[src/rtl/multicycle_control.sv]
// multicycle_control: multi-cycle FETCH/DECODE/EXEC/MEM/WB sequencer for a LEGv8-subset datapath.
// Optional retired-instruction counter enabled by defining MC_PERF_CNT_EN.
`default_nettype none

module multicycle_control #(
  parameter int MEM_WAIT_MAX = 15,
  parameter int CNT_W        = 32
) (
  input  logic             CLK,
  input  logic             Reset,
  input  logic [10:0]      OPCode,
  input  logic             Zero,
  input  logic             MemReady,
  output logic             IRWrite,
  output logic             PCWrite,
  output logic             PCSrc,
  output logic             Reg2Loc,
  output logic             ALUSrc,
  output logic [1:0]       ALUOP,
  output logic             MemRead,
  output logic             MemWrite,
  output logic             MemToReg,
  output logic             RegWrite,
  output logic             Retire,
  output logic             Fault,
  output logic [CNT_W-1:0] InstrRetired
);

  typedef enum logic [3:0] {
    S_RST, S_FETCH, S_DECODE, S_ADDR, S_MEM_RD, S_WB_MEM,
    S_MEM_WR, S_EXEC_R, S_WB_R, S_CBZ, S_BR, S_FAULT
  } state_t;

  typedef enum logic [2:0] {
    C_NONE, C_LD, C_ST, C_R, C_CBZ, C_B
  } cls_t;

  localparam int WAIT_W = (MEM_WAIT_MAX < 2) ? 1 : $clog2(MEM_WAIT_MAX + 1);
  localparam logic [WAIT_W-1:0] LIMIT_M1 =
    WAIT_W'((MEM_WAIT_MAX > 0) ? MEM_WAIT_MAX - 1 : 0);

  state_t              state_q, state_d;
  cls_t                cls_q, cls_d, dec_cls;
  logic [WAIT_W-1:0]   wait_q, wait_d;
  logic                wait_state, timeout;

  always_comb begin
    dec_cls = C_NONE;
    casez (OPCode)
      11'b11111000010: dec_cls = C_LD;
      11'b11111000000: dec_cls = C_ST;
      11'b10001011000,
      11'b11001011000,
      11'b10001010000,
      11'b10101010000,
      11'b11010011011,
      11'b11010011010: dec_cls = C_R;
      11'b10110100???: dec_cls = C_CBZ;
      11'b000101?????: dec_cls = C_B;
      default:         dec_cls = C_NONE;
    endcase
  end

  assign cls_d      = (state_q == S_DECODE) ? dec_cls : cls_q;
  assign wait_state = (state_q == S_FETCH) || (state_q == S_MEM_RD) || (state_q == S_MEM_WR);
  // Timeout fires on the cycle whose stall would bring the count up to the limit.
  assign timeout    = (MEM_WAIT_MAX != 0) && wait_state && !MemReady && (wait_q == LIMIT_M1);

  always_comb begin
    state_d  = state_q;
    IRWrite  = 1'b0;
    PCWrite  = 1'b0;
    PCSrc    = 1'b0;
    Reg2Loc  = 1'b0;
    ALUSrc   = 1'b0;
    ALUOP    = 2'b00;
    MemRead  = 1'b0;
    MemWrite = 1'b0;
    MemToReg = 1'b0;
    RegWrite = 1'b0;
    Retire   = 1'b0;
    Fault    = 1'b0;
    case (state_q)
      S_RST: state_d = S_FETCH;
      S_FETCH: begin
        MemRead = 1'b1;
        if (MemReady) begin
          IRWrite = 1'b1;
          PCWrite = 1'b1;
          state_d = S_DECODE;
        end else if (timeout) begin
          state_d = S_FAULT;
        end
      end
      S_DECODE: begin
        case (dec_cls)
          C_LD, C_ST: state_d = S_ADDR;
          C_R:        state_d = S_EXEC_R;
          C_CBZ:      state_d = S_CBZ;
          C_B:        state_d = S_BR;
          default:    state_d = S_FAULT;
        endcase
      end
      S_ADDR: begin
        ALUSrc  = 1'b1;
        Reg2Loc = (cls_q == C_ST);
        state_d = (cls_q == C_ST) ? S_MEM_WR : S_MEM_RD;
      end
      S_MEM_RD: begin
        MemRead = 1'b1;
        ALUSrc  = 1'b1;
        if (MemReady)     state_d = S_WB_MEM;
        else if (timeout) state_d = S_FAULT;
      end
      S_WB_MEM: begin
        RegWrite = 1'b1;
        MemToReg = 1'b1;
        Retire   = 1'b1;
        state_d  = S_FETCH;
      end
      S_MEM_WR: begin
        MemWrite = 1'b1;
        Reg2Loc  = 1'b1;
        ALUSrc   = 1'b1;
        if (MemReady) begin
          Retire  = 1'b1;
          state_d = S_FETCH;
        end else if (timeout) begin
          state_d = S_FAULT;
        end
      end
      S_EXEC_R: begin
        ALUOP   = 2'b10;
        state_d = S_WB_R;
      end
      S_WB_R: begin
        RegWrite = 1'b1;
        ALUOP    = 2'b10;
        Retire   = 1'b1;
        state_d  = S_FETCH;
      end
      S_CBZ: begin
        Reg2Loc = 1'b1;
        ALUOP   = 2'b01;
        Retire  = 1'b1;
        PCWrite = Zero;
        PCSrc   = 1'b1;
        state_d = S_FETCH;
      end
      S_BR: begin
        PCWrite = 1'b1;
        PCSrc   = 1'b1;
        Retire  = 1'b1;
        state_d = S_FETCH;
      end
      S_FAULT: Fault = 1'b1;
      default: state_d = S_FAULT;
    endcase
  end

  // Any state change clears the count, which covers entry into every wait state.
  always_comb begin
    wait_d = wait_q;
    if (state_d != state_q)
      wait_d = '0;
    else if (wait_state && !MemReady && (wait_q != '1))
      wait_d = wait_q + WAIT_W'(1);
  end

  always_ff @(posedge CLK or posedge Reset) begin
    if (Reset) begin
      state_q <= S_RST;
      cls_q   <= C_NONE;
      wait_q  <= '0;
    end else begin
      state_q <= state_d;
      cls_q   <= cls_d;
      wait_q  <= wait_d;
    end
  end

`ifdef MC_PERF_CNT_EN
  logic [CNT_W-1:0] retired_q;

  always_ff @(posedge CLK or posedge Reset) begin
    if (Reset)       retired_q <= '0;
    else if (Retire) retired_q <= retired_q + CNT_W'(1);
  end

  assign InstrRetired = retired_q;
`else
  assign InstrRetired = '0;
`endif

endmodule

`default_nettype wire

[config.mk]
export PLATFORM = sky130hd
export DESIGN_NAME = multicycle_control
export DESIGN_NICKNAME = d
export VERILOG_FILES = /design/src/rtl/multicycle_control.sv
export SDC_FILE = /design/constraint.sdc
export NUM_CORES = 1
export LEC_CHECK = 0
export ABC_CLOCK_PERIOD_IN_PS = 2000
export CAP_MARGIN = 20
export CORE_MARGIN = 8
export CORE_UTILIZATION = 39
export CTS_BUF_LIST = sky130_fd_sc_hd__clkbuf_4
export DETAILED_ROUTE_END_ITERATION = 10
export PLACE_DENSITY = 0.86
export RECOVER_POWER = 100
export SYNTH_ARGS = -nofsm -noshare
export SYNTH_HDL_FRONTEND = slang
export SYNTH_SLANG_ARGS = --single-unit
[constraint.sdc]
create_clock -name CLK -period 2 [get_ports CLK]
set_clock_uncertainty 0.2 [all_clocks]
set_input_delay 0.5 -clock CLK [delete_from_list [all_inputs] [get_ports CLK]]
set_output_delay 0.5 -clock CLK [all_outputs]
set_load 0.05 [all_outputs]
# ---- Yosys cells after proc, flatten, opt, wreduce, memory -nomap -nowiden
# Cells that the tools add are included.
dict set report classes {
  eq_ne 30
  multipliers 0
  div_mod_pow 0
  reduce_logical 18
  order_cmp 0
  n_addsub 1
  shifts 0
  bitwise_logic 0
  mux 23
}
# op n
set op_table {}
lappend op_table {{11-bit equality test, second input constant} 8}
lappend op_table {{4-bit one-hot mux with 8 select lines} 1}
lappend op_table {{4-bit two-way mux} 6}
lappend op_table {{4-bit equality test, second input constant} 5}
lappend op_table {{4-bit by 3-bit equality test with 1-bit output, second input constant} 4}
lappend op_table {{4-bit one-hot mux with 4 select lines} 1}
lappend op_table {{3-bit one-hot mux with 5 select lines} 1}
lappend op_table {{2-bit OR reduction} 6}
lappend op_table {{3-bit by 2-bit equality test with 1-bit output, second input constant} 3}
lappend op_table {{1-bit two-way mux} 9}
lappend op_table {{4-bit by 2-bit equality test with 1-bit output, second input constant} 2}
lappend op_table {{8-bit equality test, second input constant} 1}
lappend op_table {{3-bit equality test, second input constant} 2}
lappend op_table {{6-bit by 3-bit equality test with 1-bit output, second input constant} 1}
lappend op_table {{6-bit OR reduction} 1}
lappend op_table {{5-bit OR reduction} 1}
lappend op_table {{4-bit by 1-bit adder with 4-bit output, second input constant} 1}
lappend op_table {{4-bit by 1-bit equality test with 1-bit output, second input constant} 1}
lappend op_table {{4-bit logical NOT} 1}
lappend op_table {{4-bit inequality test} 1}
lappend op_table {{4-bit inequality test, second input constant} 1}
lappend op_table {{1-bit one-hot mux with 2 select lines} 2}
lappend op_table {{2-bit one-hot mux with 2 select lines} 1}
lappend op_table {{4-bit OR reduction} 1}
lappend op_table {{other kinds (8)} 11}
dict set report word_totals {
  out_inout_bits 45
  input_bits 15
  mem_bits_ro 0
  latchBits 0
  regBits 11
  mem_bits_rw 0
  n_memories 0
  wordCells 75
}

# ---- Logic depth before layout (Yosys ltp)
# Gate-level depths: netlist of run 1.
dict set report depth {
  ltp_word 10
  ltp_mapped 8
  ltp_nobuf 8
}

# ---- Worst setup path after synthesis of run 1
# No wires, ideal clock.
dict set report synth_timing {
  path_kind {register to output}
  start {register state_q[2]}
  end {output port MemRead}
  arrival_ns 2.035
  required_ns 1.300
  path_stages_with_launch 5
  path_slack_ns -0.735
  path_buffers 2
  cell_sequence {dfrtp_1 > buf_6 > clkbuf_1 > nand2b_1 > a211oi_1}
}
dict set report synth_via {
  elab_chain_len 3
  word_cells_on_any_way 4
  classes_between {eq/ne: 2; mux: 1; reduce/logical: 1}
}
# item line
set synth_rtl {}
lappend synth_rtl {{from (decl)} 42} ;# state_t state_q, state_d;
lappend synth_rtl {{from (signal assigned)} 176} ;# state_q <= state_d;
lappend synth_rtl {{4-bit by 1-bit equality test with 1-bit output or 4-bit by 3-bit equality test with 1-bit output (tied branches)} 83} ;# case (state_q)
lappend synth_rtl {{2-bit OR reduction (no source line) *} --}
lappend synth_rtl {{1-bit two-way mux *} 83}
lappend synth_rtl {{to (decl)} 20} ;# output logic MemRead,
# Mark *: on every way between the ends. The rest lies on a longest branch, timed or not.

# ---- Worst setup path after layout of run 1
dict set report layout_timing {
  start {register state_q[0]}
  end {output port PCWrite}
}
dict set report layout_via {
  elab_chain_len 2
  word_cells_on_any_way 4
  classes_between {eq/ne: 3; mux: 1}
}
# item line
set layout_rtl {}
lappend layout_rtl {{4-bit equality test or 4-bit by 1-bit equality test with 1-bit output (tied branches)} 83}
lappend layout_rtl {{1-bit one-hot mux with 3 select lines *} 83}
lappend layout_rtl {{to (decl)} 15} ;# output logic PCWrite,
# Marks and branches as above.

==> results.yml, run 1 <==
clock_network:
  max-clock-path-buffers: 2
  htreeDepth: 1
  clock_sinks: 11
  cts_buffers: 3
  insertion_delay_ps: 260
  path_clk_slew_ps: 70
  cts_root_buf: "clkbuf_4"
  cts_tree: "done"
  ctsHoldBuffers: 0
routing:
  routed_wl_mm: 6.230
  drc_errors: 0
  postRouteAntennaNets: 0
  drtIter0Drc: 153
  vias: 1689
  post_drt_via_cell_ratio: 5.431
  dr.pass1.iters: 4
  wl_per_cell_um: 20.03
synth:
  synth.cell_area_sq_um: 1297
  ys.flop_type: "dfrtp_1"
  synth_area_per_cell_sq_um: 7.457
  async_reset_ff_frac: 1.000
  synth.distinct_cells: 44
  ys_warn_count: 0
  synth_seq_cells: 11
  seq_area_frac_synth: 0.2122
  syn_inst: 174
  synth-edff-count: 0
finish:
  final_cell_mix: "53 x buf_4, 32 x conb_1, 13 x buf_12, 12 x buf_6, 11 x dfrtp_1"
  final_common_cell: "buf_4"
  nFillCells: 201
  fin_area_sq_um: 2540
  drive_gt1_frac: 0.5283
  antennaDiodeCount: 0
  syn2layout_area_growth_pct: 95.76
  nets: 283
global_route:
  grt-ovfl-total: 0
  grt_pass1_vias: 1690
  grt.total_usage: 0.1861
  grt_pass1_wl_mm: 8.017
  antenna_found_initial: 0
  grt_max_degree: 12
die:
  die_w_um: 73.68
  start_util: 0.3982
  rows: 21
  fp.dieH_um: 73.68
  ios: 60
  die_area_sq_um: 5429
  core_area_sq_um: 3258
timing:
  fin_crit_ps: 2314
  slew_viol_final: 0
  rsz0062_at_grt: "true"
  setup-violations-final: 20
  post-route-period-util: 1.157
  holdWs_ps: 372.6
  final_hold_viol_count: 0
  fmax_ghz: 0.4321
  setup_tns_ps: -3900
  setup_ws_ps: -314.4
critical_path:
  critPathMaxStageDelay_ps: 450
  crit_path_end_kind: "primary output"
  critical_path_buf_inv_count: 2
  crit_fanout: 3
  r2r_cells: 7
  critPathKind: "reg2out"
  cp-start-kind: "flop"
  cp_top_family: "flip-flops"
  crit_chain: "buf_6 -> nor2b_4 -> a21oi_2 -> nor2_2 -> a31oi_4 -> nor2_4 -> buf_12"
  crit_slowest_cell: "dfrtp_1"
  worstPathRequired_ps: 1300
  regToRegSetupSlack_ps: -270
  r2r_start: "state_q[0]$_DFF_PP0_"
  rr_endpoint: "wait_q[1]$_DFFE_PP0P_"
  cp.arrival_ps: 1610
power_and_ir_drop:
  power_uw: 595.5
  cellPowerDensity_nw_per_um2: 234.5
  cellLeakagePower_uw: 0.001190
  peakVddDrop_mv: 0.3795
worst_hold_path:
  hold_end: "cls_q[0]$_DFFE_PP0P_"
  min_from: "cls_q[0]$_DFFE_PP0P_"
  hp-class: "reg2reg"
  whs_path_depth: 2
flow_run:
  maxCapViolCount: 0
run_status:
  violations: "setup timing"
  status: "finished with violations"
placement:
  dp_hpwl_mm: 3.217
  post_dp_cell_area_sq_um: 2029
  gp_congestion: 0.8954
  io_buffers: 27
  post-place-ws_ps: -541.9
what timing repair did:
action | 4_1_cts | 5_1_grt
endpoints found under the hold margin | 0 | 0
buffers inserted | 15 | 12
setup endpoints to repair | 20 | 21
pin swaps | 21 | 17
resized for setup | 52 | 31
synth_stat cells (all sizes together) (2+ instances only):
| library cell | n | share of area |
|---|---|---|
| nand3 | 10 | 0.042 |
| o21ai | 8 | 0.031 |
| nand2 | 14 | 0.041 |
| o22ai | 4 | 0.019 |
| or2 | 2 | 0.0096 |
| o21a | 2 | 0.012 |
| xnor2 | 3 | 0.020 |
| nand2b | 4 | 0.019 |
| a21oi | 7 | 0.027 |
| inv | 7 | 0.020 |
| buf | 37 | 0.21 |
| nor3 | 8 | 0.031 |
| dfrtp | 11 | 0.21 |
| a221oi | 2 | 0.014 |
| clkbuf | 3 | 0.0087 |
| nor2b | 4 | 0.019 |
| mux2 | 4 | 0.035 |
| a211oi | 2 | 0.015 |
| a31oi | 2 | 0.0096 |
| and3 | 2 | 0.014 |
| nor2 | 20 | 0.058 |
| ha | 2 | 0.019 |
worst reg2reg max path, stage by stage (launching register included):
cell       delay (ps)
dfrtp_1           450
buf_4             160
or4b_4            510
a41o_1            220
and3_4            180
or2_4             250
o2111ai_4         100
nor3_2             70
how the worst max path moves through the flow:
stage | start | to | slack (ps) | depth (start not counted)
5_1_grt | state_q[0]$_DFF_PP0_ | PCWrite | -350 | 7
2_1_floorplan | state_q[2]$_DFF_PP0_ | wait_q[0]$_DFFE_PP0P_ | -160 | 8
3_5_place_dp | OPCode[7] | wait_q[0]$_DFFE_PP0P_ | -540 | 7
3_3_place_gp | OPCode[9] | wait_q[1]$_DFFE_PP0P_ | -480 | 7
6_report | state_q[0]$_DFF_PP0_ | PCWrite | -310 | 7
4_1_cts | state_q[0]$_DFF_PP0_ | wait_q[0]$_DFFE_PP0P_ | -210 | 7
layout make-up:
type | count | area (sq um) | share of cell area
multi-input combinational | 147 | 1162 | 0.4576
timing repair buffer | 96 | 980.9 | 0.3862
sequential | 11 | 275.3 | 0.1084
tap | 46 | 57.56 | 0.02266
inverter | 7 | 33.78 | 0.01330
clock buffer | 4 | 30.03 | 0.01182
power breakdown:
group          internal, uW  switching [uW]
clock                  90.7            70.2
sequential              222               0
combinational          40.9             171
cells by family after synthesis:
kind of cell,Yosys count,synth area share
AOI/OAI and AO/OA,35,0.1909
buffers and inverters,47,0.2382
xor gates and xnor gates,3,0.02025
muxes,4,0.03471
DFF,11,0.2121
other,1,0.002890
adders and majority gates,2,0.01928
and+or+nand+nor,71,0.2816
flip-flops by register name, summed over array words and instances, names as in the netlist:
register  flops
cls_q         3
state_q       4
wait_q        4
per-stage QoR:
stage                     utilization  cells
after floorplan                     -    205
after global placement         0.6229    280
after detailed placement       0.6229    280
after CTS                      0.7189    299
after global routing           0.7796    311
final                          0.7796    311
per-layer routing:
layer | GRT usage | part of all wire | up-vias
met2 | 0.3346 | 0.50 | 104
met4 | 0.1042 | 0.050 | 0
met1 | 0.1903 | 0.38 | 824
li1 | - | - | 731
met5 | 0 | 0 | -
met3 | 0.04638 | 0.070 | 30
No activity file was read; power rests on OpenSTA's default activity.
==> inputs of run 2 (changes only) <==
- CORE_MARGIN: 8 -> 3
- CTS_CLUSTER_DIAMETER: default -> 50
==> results.yml, run 2 (synthesis results as in run 1) <==
run_status:
  status: "finished with violations"
  violations: "setup timing"
timing:
  slew_viol_final: 0
  tightest_slew_ps: 501.2
  post-route-period-util: 1.129
  fin_crit_ps: 2258
  fmax_ghz: 0.4428
  relSlewSlack: 0.6648
  final_hold_viol_count: 0
  rsz0062_at_grt: "true"
  setup-violations-final: 17
  setup_ws_ps: -258.1
die:
  ios: 60
  core_area_sq_um: 3103
  die_w_um: 63.68
  start_util: 0.4181
  rows: 20
  die_area_sq_um: 4055
  fp.dieH_um: 63.68
critical_path:
  critPathKind: "reg2out"
  worstPathRequired_ps: 1300
  crit_slowest_cell: "dfrtp_2"
  crit_chain: "buf_6 -> nor2b_4 -> a21oi_2 -> nor2_1 -> a31oi_2 -> nor2_4 -> buf_12"
  r2r_start: "state_q[0]$_DFF_PP0_"
  r2r_cells: 7
  crit_path_end_kind: "primary output"
  cp-start-kind: "flop"
  rr_endpoint: "wait_q[3]$_DFFE_PP0P_"
  regToRegSetupSlack_ps: -240
  crit_fanout: 4
  critPathMaxStageDelay_ps: 450
  cp.arrival_ps: 1560
clock_network:
  cts_root_buf: "clkbuf_4"
  htreeDepth: 1
  ctsHoldBuffers: 0
  max-clock-path-buffers: 2
  insertion_delay_ps: 270
  clock_sinks: 11
  cts_tree: "done"
  path_clk_slew_ps: 80
  cts_buffers: 3
routing:
  postRouteAntennaNets: 0
  vias: 1520
  wl_per_cell_um: 16.41
  post_drt_via_cell_ratio: 5.241
  drtIter0Drc: 86
  routed_wl_mm: 4.759
  dr.pass1.iters: 4
  drc_errors: 0
finish:
  nFillCells: 203
  antennaDiodeCount: 0
  nets: 264
  final_common_cell: "buf_4"
  fin_area_sq_um: 2350
  multi_input_area_sq_um: 1107
  seqCellArea_sq_um: 277.8
  drive_gt1_frac: 0.4797
  largestRegisters: "state_q: 4 flops, wait_q: 4 flops, cls_q: 3 flops"
  final_cells: 290
  syn2layout_area_growth_pct: 81.10
  utilization: 0.7573
  final_cell_mix: "34 x buf_4, 32 x conb_1, 14 x nor2_1, 14 x buf_12, 14 x buf_6"
global_route:
  top_usage_layer: "met2"
  grt_pass1_wl_mm: 6.879
  grt_max_degree: 12
  use_met3: 0.04278
  grt.total_usage: 0.2134
  antenna_found_initial: 0
  grtUsageMet2: 0.3820
  use_met1: 0.2503
  grt_pass1_vias: 1403
  grt-ovfl-total: 0
flow_run:
  maxCapViolCount: 0
worst_hold_path:
  hold_end: "cls_q[2]$_DFFE_PP0P_"
  whs_path_depth: 2
  min_from: "cls_q[2]$_DFFE_PP0P_"
  hp-class: "reg2reg"
placement:
  dp_hpwl_mm: 3.123
  io_buffers: 27
  gp_congestion: 0.8966
  placed_cells_incl_taps: 278
  post-place-ws_ps: -636.9
  post_dp_cell_area_sq_um: 2027
power_and_ir_drop:
  power_uw: 589.0
  peakVddDrop_mv: 0.3254
  cellLeakagePower_uw: 0.001065
  cellPowerDensity_nw_per_um2: 250.7
run 2: power by group:
part	switching, uW	total (uW)	internal [uW]
registers	0	222	222
clock network	85.5	160	74.0
logic	165	207	41.9
run 2: final cells by class:
type | count | area share
Clock buffer | 3 | 0.009585
Clock inverter | 1 | 0.002130
Inverter | 7 | 0.01651
Multi-Input combinational cell | 147 | 0.4712
Sequential cell | 11 | 0.1182
Tap cell | 44 | 0.02343
Timing Repair Buffer | 77 | 0.3589
run 2: repair_timing:
action / 4_1_cts / 5_1_grt
buffers inserted: 7 / 0
endpoints found under the setup margin: 19 / 21
gates resized for setup: 42 / 30
pin swaps: 10 / 15
gates cloned: 1 / 0
endpoints found under the hold margin: 0 / 0
run 2: worst max-delay path: cells and delay by family, from the launching register on:
family | cells | cell delay, ps
flops | 1 | 450
buf+inv | 2 | 290
compound gates | 2 | 290
simple gates | 3 | 240
run 2: how the worst max path moves through the flow:
stage | startpoint | endpoint | cells after the start
final | state_q[1]$_DFF_PP0_ | PCWrite | 7
after global routing | state_q[0]$_DFF_PP0_ | PCWrite | 7
after CTS | state_q[1]$_DFF_PP0_ | PCWrite | 7
after detailed placement | OPCode[6] | wait_q[2]$_DFFE_PP0P_ | 6
after global placement | OPCode[6] | wait_q[3]$_DFFE_PP0P_ | 6
after floorplan | state_q[2]$_DFF_PP0_ | wait_q[0]$_DFFE_PP0P_ | 8
run 2: metal layers:
layer,share of wire,wire length [um]
met1,0.36,1720
met2,0.52,2478
met3,0.072,343
met4,0.045,216
met5,0,0
run 2: metrics by stage:
step	setup TNS [ps]	hold WS, ps
6_report	-3030	319.7
5_1_grt	-4123	385.3
4_1_cts	-2799	322.9
3_5_place_dp	-5205	306.4
3_3_place_gp	-4233	300.7
2_1_floorplan	-933.6	152.4
==> inputs of run 3 (changes only) <==
- CAP_MARGIN: 20 -> default
==> results of run 3 <==
Same layout as run 2: the final DEF is identical, and so are final timing and power.
==> variant (settings of run 3) <==
The 6 values of `cls_t` get a one-hot encoding in 6 bits.
--- a/src/rtl/multicycle_control.sv
+++ b/src/rtl/multicycle_control.sv
@@ -33,4 +33,4 @@
 
-  typedef enum logic [2:0] {
-    C_NONE, C_LD, C_ST, C_R, C_CBZ, C_B
+  typedef enum logic [5:0] {
+    C_NONE = 6'b000001, C_LD = 6'b000010, C_ST = 6'b000100, C_R = 6'b001000, C_CBZ = 6'b010000, C_B = 6'b100000
   } cls_t;
Function: no difference found for any inputs over 10 cycles, from zero or initial values and one cycle with Reset high; not proved beyond that.
==> variant against run 3 <==
  * The run still ends with setup timing left
  * Worst setup slack lost 22 ps
  * Wire length rose by 5.3%
  * Via count is 7.6% higher
  * Synthesized area grew 5.6%
  * Sequential share of layout area rose by 2.9 points
  * Count of clock-buffer cells in the layout increased by 1
  * Sequential cell count up 3
  * Final area up 3.0%
  * Largest cell class unchanged
  * Highest routed layer unchanged
Power is left out: it rests on default switching activity, and per cell area and clock period it moved more than threefold.
==> variant: results (changes against run 3) <==
Outcome
  • Outcome: finished, violations left
  • Failing checks: setup timing

Critical path
  • Setup slack, reg-to-reg: -190 ps (+50 ps)
  • Reg2reg end: state_q[1]
  • Setup crit start: cls_q[5]
  • Worst reg-to-reg path cell count: 8 (+1)
  • Delay-heaviest family, CP: simple AND/OR/NAND/NOR gates
  • CP arrival: 1580 ps (+20 ps)
  • Worst R2R Start: state_q[2]
  • CP max FO: 2 (-2)
  • Critical Path Max Stage Delay: 400 ps (-50 ps)

Timing
  • Final worst setup slack: -280 ps (-21.9 ps)
  • Slew headroom: 60.8% (-5.7 points)
  • Setup violators final: 18 (+1)

Global routing
  • First-pass GRT wire length: 7490 µm (+8.9%)
  • Overall Global Routing Usage: 22.5% (+1.1 points)
  • Vias in the first global route: 1561 (+11%)

Route
  • DRT Wirelength: 5010 µm (+5.3%)
  • DR vias: 1635 (+7.6%)
  • Iter 0 DRT Violations: 101 (+17%)

Cells and area
  • Top flop regs: cls_q (6), state_q (4), wait_q (4)
  • Final nets: 270 (+2.3%)
  • Final non-filler cell total: 296 (+2.1%)
  • Layout cells sized above 1: 48.0% (+0.048 points)

Placed design
  • Placement Setup Slack: -587 ps (+50.0 ps)
  • Post-detail-place hpwl: 3180 µm (+1.7%)
  • DP Area: 0.00205 mm² (+1.0%)
  • Placed Cells: 277 (-0.36%)
  • Placer Congestion: 0.928 (+3.5%)

Synthesis
  • Commonest cells in the netlist: 32 x buf_4, 20 x nor2_1, 19 x nand2_1, 13 x dfrtp_1, 9 x o21ai_0
  • Synth unique cells: 45 (+2.3%)
  • Seq/Total Area, Yosys: 25.7% (+4.4 points)
  • Synth area leaders: dfrtp_1 24%, buf_4 18%, nor2_1 5.5%, nand2_1 5.2%, o21ai_0 3.3%
variant: changes by cell type in the layout (fill, tap and decap cells not counted), moves of 4 or more:
cell,change
buf_6,-6
nand2_1,+7
o21ai_0,+5
nand3_1,-5
dlymetal6s2s_1,-4
clkbuf_2,+5
variant: area by class of cell:
type | instances | area (µm²) | share of cell area, %
tap | 44 | 55.1 | 2.27
inverter | 7 | 41.3 | 1.71
sequential | 14 | 355 | 14.7
multi-input combinational | 151 | 1140 | 47.3
clock buffer | 4 | 30.0 | 1.24
timing repair buffer | 76 | 795 | 32.8
variant: per-layer routing:
metal | global-route usage [%] | share of wire (%) | vias to the layer above
met5 | 0 | 0 | -
met4 | 10.1 | 4.3 | 0
met3 | 3.93 | 7.7 | 24
met2 | 41.7 | 53 | 105
met1 | 24.6 | 34 | 786
li1 | - | - | 720
variant: worst max path at each step:
| stage | slack, ps | cells past startpoint | end |
|---|---|---|---|
| 6_report | -280 | 5 | Reg2Loc |
| 5_1_grt | -370 | 5 | Reg2Loc |
| 4_1_cts | -240 | 5 | Reg2Loc |
| 3_5_place_dp | -590 | 6 | wait_q[1] |
| 3_3_place_gp | -480 | 6 | wait_q[0] |
| 2_1_floorplan | -150 | 4 | IRWrite |
variant: logic make-up (layout without fill, tap and decap cells):
logic type / count (synthesis) / count (layout) / share of synthesized area, %
mux: 3 / 3 / 2.28
fa+ha+maj: 2 / 2 / 1.83
buf+inv: 48 / 87 / 22.4
flops: 14 / 14 / 25.7
other cells: 1 / 32 / 0.274
simple gates: 75 / 75 / 28.6
xor+xnor: 4 / 4 / 2.56
compound gates: 35 / 35 / 16.4
variant: through the flow:
stage,util [%],TNS [ps]
after global routing,75.6,-4440
final,75.6,-3060
after global placement,63.9,-4280
after detailed placement,63.9,-5150
after CTS,72.8,-1960
after floorplan,-,-455
variant: worst register-to-register path: cells and delay by family, from the launching register on:
| family | cells | cell delay [ps] |
|---|---|---|
| AO/OA/AOI/OAI | 2 | 570 |
| buffers and inverters | 3 | 550 |
| flip-flops | 1 | 430 |
| AND/OR/NAND/NOR | 3 | 290 |
variant: timing repair:
| item | in CTS | in global routing |
|---|---|---|
| gates resized for setup | 57 | 25 |
| pin swaps | 24 | 16 |
| setup buffers | 11 | 5 |
| endpoints found under the setup margin | 19 | 19 |
